File: src/rtl/regfile_dump.sv
// regfile_dump
//   Debug reader for the 32x32 integer register file. A start pulse walks
//   x0..xLAST_REG through a dedicated combinational read port and streams
//   each 32-bit word, LSB first, onto a valid/ready byte interface that
//   feeds the UART transmitter. Never writes the register file.
//
//   Optional feature macro: REGDUMP_INDEX_EN
//     defined   -> each word is preceded by an index byte {3'b0, idx}
//     undefined -> raw words only, 4 bytes per register
//
// Parameters
//   LAST_REG   highest register index dumped (0..31)
// Ports
//   clk        system clock, rising edge
//   rst_n      asynchronous active-low reset
//   start      dump request, only sampled in IDLE
//   busy       high from LOAD of x0 through the done cycle
//   done       one-cycle pulse after the last byte is accepted
//   rd_reg     register-file read address (the index counter)
//   rd_data    register-file read data, combinational from rd_reg
//   tx_data    byte to transmit
//   tx_valid   tx_data is valid
//   tx_ready   sink accepts the byte when tx_valid is also high
//
// state | meaning
// ------+---------------------------------------------------------------
// IDLE  | waiting for start; nothing driven on the byte stream
// LOAD  | snapshot rd_data for the current index into shift
// IDX   | present index byte (REGDUMP_INDEX_EN only)
// SEND  | present shift[7:0]; four handshakes per word
// DONE  | one-cycle done pulse, then back to IDLE

module regfile_dump #(
    parameter int LAST_REG = 31
) (
    input  logic        clk,
    input  logic        rst_n,
    input  logic        start,
    output logic        busy,
    output logic        done,
    output logic [4:0]  rd_reg,
    input  logic [31:0] rd_data,
    output logic [7:0]  tx_data,
    output logic        tx_valid,
    input  logic        tx_ready
);

`ifdef REGDUMP_INDEX_EN
    typedef enum logic [2:0] {
        S_IDLE = 3'd0,
        S_LOAD = 3'd1,
        S_IDX  = 3'd2,
        S_SEND = 3'd3,
        S_DONE = 3'd4
    } state_t;
`else
    typedef enum logic [2:0] {
        S_IDLE = 3'd0,
        S_LOAD = 3'd1,
        S_SEND = 3'd3,
        S_DONE = 3'd4
    } state_t;
`endif

    localparam logic [4:0] LAST_IDX = 5'(LAST_REG);

    state_t      state, state_nxt;
    logic [4:0]  index, index_nxt;
    logic [31:0] shift, shift_nxt;
    logic [1:0]  byte_cnt, byte_cnt_nxt;

    always_ff @(posedge clk or negedge rst_n) begin
        if (!rst_n) begin
            state    <= S_IDLE;
            index    <= 5'd0;
            shift    <= 32'd0;
            byte_cnt <= 2'd0;
        end else begin
            state    <= state_nxt;
            index    <= index_nxt;
            shift    <= shift_nxt;
            byte_cnt <= byte_cnt_nxt;
        end
    end

    always_comb begin
        state_nxt    = state;
        index_nxt    = index;
        shift_nxt    = shift;
        byte_cnt_nxt = byte_cnt;
        busy         = 1'b1;
        done         = 1'b0;
        tx_valid     = 1'b0;
        tx_data      = 8'd0;

        case (state)
            S_IDLE: begin
                busy = 1'b0;
                if (start) begin
                    index_nxt = 5'd0;
                    state_nxt = S_LOAD;
                end
            end
            S_LOAD: begin
                // Word is frozen here; later core writes are not seen.
                shift_nxt    = rd_data;
                byte_cnt_nxt = 2'd0;
`ifdef REGDUMP_INDEX_EN
                state_nxt    = S_IDX;
`else
                state_nxt    = S_SEND;
`endif
            end
`ifdef REGDUMP_INDEX_EN
            S_IDX: begin
                tx_valid = 1'b1;
                tx_data  = {3'b000, index};
                if (tx_ready) begin
                    state_nxt = S_SEND;
                end
            end
`endif
            S_SEND: begin
                tx_valid = 1'b1;
                tx_data  = shift[7:0];
                if (tx_ready) begin
                    shift_nxt    = shift >> 8;
                    byte_cnt_nxt = byte_cnt + 2'd1;
                    if (byte_cnt == 2'd3) begin
                        if (index == LAST_IDX) begin
                            state_nxt = S_DONE;
                        end else begin
                            index_nxt = index + 5'd1;
                            state_nxt = S_LOAD;
                        end
                    end
                end
            end
            S_DONE: begin
                done      = 1'b1;
                state_nxt = S_IDLE;
            end
            default: begin
                state_nxt = S_IDLE;
            end
        endcase
    end

    assign rd_reg = index;

endmodule
File: config.mk
export PLATFORM = sky130hd
export DESIGN_NAME = regfile_dump
export DESIGN_NICKNAME = d
export VERILOG_FILES = /design/src/rtl/regfile_dump.sv
export SDC_FILE = /design/constraint.sdc
export NUM_CORES = 1
export LEC_CHECK = 0
export CORE_ASPECT_RATIO = 1.2
export CORE_UTILIZATION = 50
export CTS_CLUSTER_DIAMETER = 150
export DETAILED_ROUTE_END_ITERATION = 16
export GPL_ROUTABILITY_DRIVEN = 0
export PLACE_DENSITY = 0.84
export SETUP_SLACK_MARGIN = 0.05
export SLEW_MARGIN = 25
export SYNTH_ARGS = -nofsm -noshare
export SYNTH_HDL_FRONTEND = slang
export SYNTH_SLANG_ARGS = --single-unit
export TNS_END_PERCENT = 100
File: constraint.sdc
create_clock -name clk -period 1.9 [get_ports clk]
set_input_delay 0.57 -clock clk [delete_from_list [all_inputs] [get_ports clk]]
set_output_delay 0.57 -clock clk [all_outputs]
set_load 0.03 [all_outputs]
[Word-level counts from Yosys, hierarchy flattened]
Index checks and enable logic that the tools add are counted.
Word-level totals
  flip-flop bits (word level): 42
  input port bits: 36
Operators by class
  add/subtract/negate cells: 2
  eq/ne operators: 9
  mux-type cells: 18
  reductions and logical operators: 6
Operator list (number)
  32-bit one-hot mux with 2 select lines: 1
  32-bit 2-to-1 mux: 1
  5-bit 2-to-1 mux: 4
  3-bit 2-to-1 mux: 4
  5-bit one-hot mux with 2 select lines: 1
  3-bit one-hot mux with 3 select lines: 1
  8-bit 2-to-1 mux: 1
  2-bit inequality test (second input constant): 4
  5-bit by 1-bit adder with 5-bit output (second input constant): 1
  5-bit == test (second input constant): 1
  5-bit AND reduction: 1
  2-bit one-hot mux with 2 select lines: 1
  2-bit nonzero test: 2
  3-bit by 1-bit == test with 1-bit output (second input constant): 1
  3-bit by 2-bit == test with 1-bit output (second input constant): 1
  3-bit == test (second input constant): 1
  3-bit zero test: 1
  1-bit 2-to-1 mux: 3
  3-bit AND reduction: 1
  2-bit by 1-bit adder with 2-bit output (second input constant): 1
  2-bit == test (second input constant): 1
  2-bit 2-to-1 mux: 1
  2-bit AND reduction: 1

[Longest topological paths before layout]
  word-level depth: 5
  mapped depth: 6

[Least setup slack after synthesis]
OpenSTA, ideal clock, no wires.
  path type: reg-to-output
  from: register state[2]
  to: output tx_data[0]
  data arrival time: 1649 ps
  data required time: 1330 ps
  path slack: -319 ps
  cell stages (with the launch flop): 6
  path buffers: 3
  path through: dfrtp_1 > and3b_1 > buf_6 > buf_6 > clkbuf_1 > and2_1
On the way
  cells in the longest elaborated chain, start to end: 2
Ends and longest elaborated chain
  from (decl): RTL line 67  | state_t state, state_nxt;
  from (signal assigned): RTL line 79  | state <= state_nxt;
  3-bit by 2-bit == test with 1-bit output: RTL line 96  | case (state)
  8-bit 2-to-1 mux: RTL line 96
  to (decl): RTL line 43  | output logic [7:0] tx_data,
No other way between the ends.

[Final worst setup path]
  from: register state[2]
  to: output tx_data[2]
The elaborated chain is that of the path after synthesis.

==> out/metrics.yaml <==
floorplan:
  fp-row-count: 26
  die_x_um: 63.0
  die_y_um: 75.2
  start_util_pct: 52.4
  die-area_mm2: 0.00474
  ios: 52
  core_mm2: 0.00426
global_routing:
  grt_max_degree: 29
  busiest_layer: "met2"
  globalRouteOverflowTotal: 0
  grtUsageMet2_pct: 39.8
  grt_use_met3_pct: 5.15
  grt_pass1_vias: 1589
  grt_antenna_before_repair: 0
  grtUsageTotal_pct: 21.8
  grt_first_pass_wirelength_mm: 7.78
  met1_usage_pct: 25.2
clock_tree:
  clk_path_buf_depth: 2
  htreeDepth: 2
  clk-insertion-delay-late_ps: 300
  clk_pin_slew_ps: 80
  numCtsBuffers: 5
  tritoncts: "built"
  root_buffer: "clkbuf_8"
  cts.sinks: 42
logic_synthesis:
  synth-main-ff-cell: "dfrtp_1"
  synth.area.top_cells: "dfrtp_1 (47%), mux2_4 (28%), a22o_1 (4.3%), and2_1 (2.2%), buf_6 (2.0%)"
  ys_warn_count: 0
  postSynth.asyncResetShare_pct: 100
  seq_area_frac_synth_pct: 47.1
  syn_inst: 157
  syn_nets: 196
  synth_edf_count: 0
  postSynthAreaPerCell_um2: 14.2
  syn_area_mm2: 0.00223
  synth_top_cell_by_area: "dfrtp_1"
  synth_cell_types: 31
  synth_seq_cells: 42
  yosysTopAreaCellShare_pct: 47.1
route:
  wl_per_cell_um: 18.6
  ant_nets: 0
  num_vias: 1593
  firstDrtPassIters: 4
  via_per_inst: 5.38
  drt_iter0_drc: 56
  drc: 0
  totalWireLength_mm: 5.52
worst_hold_path:
  hp-class: "input pin to async pin"
place:
  pre_cts_ws_ps: -105
  dpl_cell_area_mm2: 0.00287
  portBuffers: 51
  dp_hpwl_mm: 3.34
  dp_cells: 269
timing:
  finalSetupTns_ps: -1300
  hold_viol_final: 0
  setup_viol: 23
  finalMaxSlewViolations: 0
  tightest_slew_ps: 633
  whs_ps: 283
  max_freq_ghz: 0.502
  timing.final.ws_setup_ps: -93.2
  period_minus_slack_ps: 1990
  max_slew_margin_pct: 57.8
  post-route-period-util_pct: 105
  rsz0062_at_grt: "true"
  skew_ps: 7.88
setup_path:
  cp-start-kind: "flop"
  cp.arrival_ps: 1420
  cp_top_family: "simple AND/OR/NAND/NOR gates"
  cp_max_fo: 6
  crit_chain: "and3b_2 > buf_12 > and2_4 > buf_6"
  cp.buffers_inverters: 2
  required_ps: 1330
  slowest_delay_ps: 410
  worst_path_max_delay_cell: "dfrtp_1"
  path_class: "flop to primary output"
  critPathCaptureType: "primary output"
power:
  pwr-share-clk_pct: 13.3
  p_int_mw: 3.02
  p_sw_mw: 1.58
  p_per_area_mw_per_mm2: 1420
  power_frac_seq_pct: 30.8
  power_frac_comb_pct: 55.9
  power.total_mw: 4.60
  vdd_ir_drop_max_v: 0.000778
  swShare_pct: 34.3
  cellLeakagePower_nw: 1.65
layout:
  antennaDiodeCount: 0
  area_growth_pct: 45.0
  largest_reg_flops: 32
  num-fill-cells: 235
  final_area_mm2: 0.00324
  drive_above_1_share_pct: 47.5
  final_util_pct: 76.0
  nets: 278
  final_cells: 296
status:
  violations: "negative setup slack"
  outcome: "finished, violations left"
job:
  cap_violations: 0
==> synthesized netlist by cell type, drive strengths merged, types with 2 or more instances <==
library cell,number
a22o,11
and2,8
nor2,2
mux2i,3
and3,2
dfrtp,42
nand2,2
nand2b,3
buf,6
mux2,48
clkbuf,2
and3b,2
ha,3
inv,6
a21oi,2
a31oi,5
==> kinds of logic after synthesis <==
group | share of synthesized area, %
DFF | 47.1
adders and majority gates | 1.68
muxes | 32.4
buffers and inverters | 4.03
and+or+nand+nor | 7.17
AOI/OAI and AO/OA | 7.62
==> per-layer routing <==
layer | vias up | wire, µm
met4 | 0 | 82
met1 | 801 | 2280
met5 | - | 0
met3 | 10 | 216
met2 | 50 | 2940
li1 | 732 | -
==> area by class of cell <==
class	instances	area (µm²)	share of cell area [%]
multi-input combinational	101	1150	35.4
sequential	42	1050	32.5
timing repair buffer	83	852	26.3
clock buffer	6	82.6	2.55
tap	56	70.1	2.16
inverter	6	22.5	0.695
clock inverter	2	12.5	0.386
==> final timing paths <==
path / start / end / slack [ps] / cells past startpoint
worst max register to register: state[2]$_DFFE_PN0P_ / shift[16]$_DFFE_PN0P_ / -70 / 7
min in group clk: shift[26]$_DFFE_PN0P_ / shift[26]$_DFFE_PN0P_ / 510 / 1
worst min-delay path: rst_n / byte_cnt[0]$_DFFE_PN0P_ / 280 / 1
worst min register to register: shift[26]$_DFFE_PN0P_ / shift[26]$_DFFE_PN0P_ / 510 / 1
worst max-delay path: state[2]$_DFFE_PN0P_ / tx_data[2] / -90 / 4
max in group asynchronous: rst_n / shift[17]$_DFFE_PN0P_ / 1010 / 2
==> power groups by stage <==
stage	logic [mW]	registers [mW]	clock network, mW
floorplan	1.48	1.45	0
global placement	2.04	1.39	0
detailed placement	2.13	1.42	0
CTS	2.36	1.40	0.617
global route	2.70	1.45	0.667
finish	2.57	1.42	0.611
==> layout by cell type (no fill, tap or decap), types with 2 or more instances in the layout <==
master / synthesis / routed
and2_4: 0 / 8
inv_1: 5 / 5
nand2_1: 2 / 2
a31oi_1: 5 / 5
buf_6: 4 / 16
and3_1: 2 / 2
a22o_1: 11 / 10
and3b_2: 0 / 2
buf_4: 2 / 22
ha_1: 3 / 3
buf_12: 0 / 3
mux2_4: 41 / 43
mux2_2: 4 / 3
mux2i_1: 3 / 3
dlygate4sd2_1: 0 / 5
nand2b_1: 3 / 3
dfrtp_1: 42 / 41
nor2_1: 2 / 2
clkdlybuf4s50_1: 0 / 34
clkbuf_8: 0 / 6
mux2_1: 3 / 2
==> what timing repair did <==
action,4_1_cts,5_1_grt
pin swaps,1,10
resized for setup,23,20
cloned,1,1
buffers inserted,12,6
hold buffers,0,0
endpoints found under the setup margin,15,19
Power figures use the tool's default switching activity.
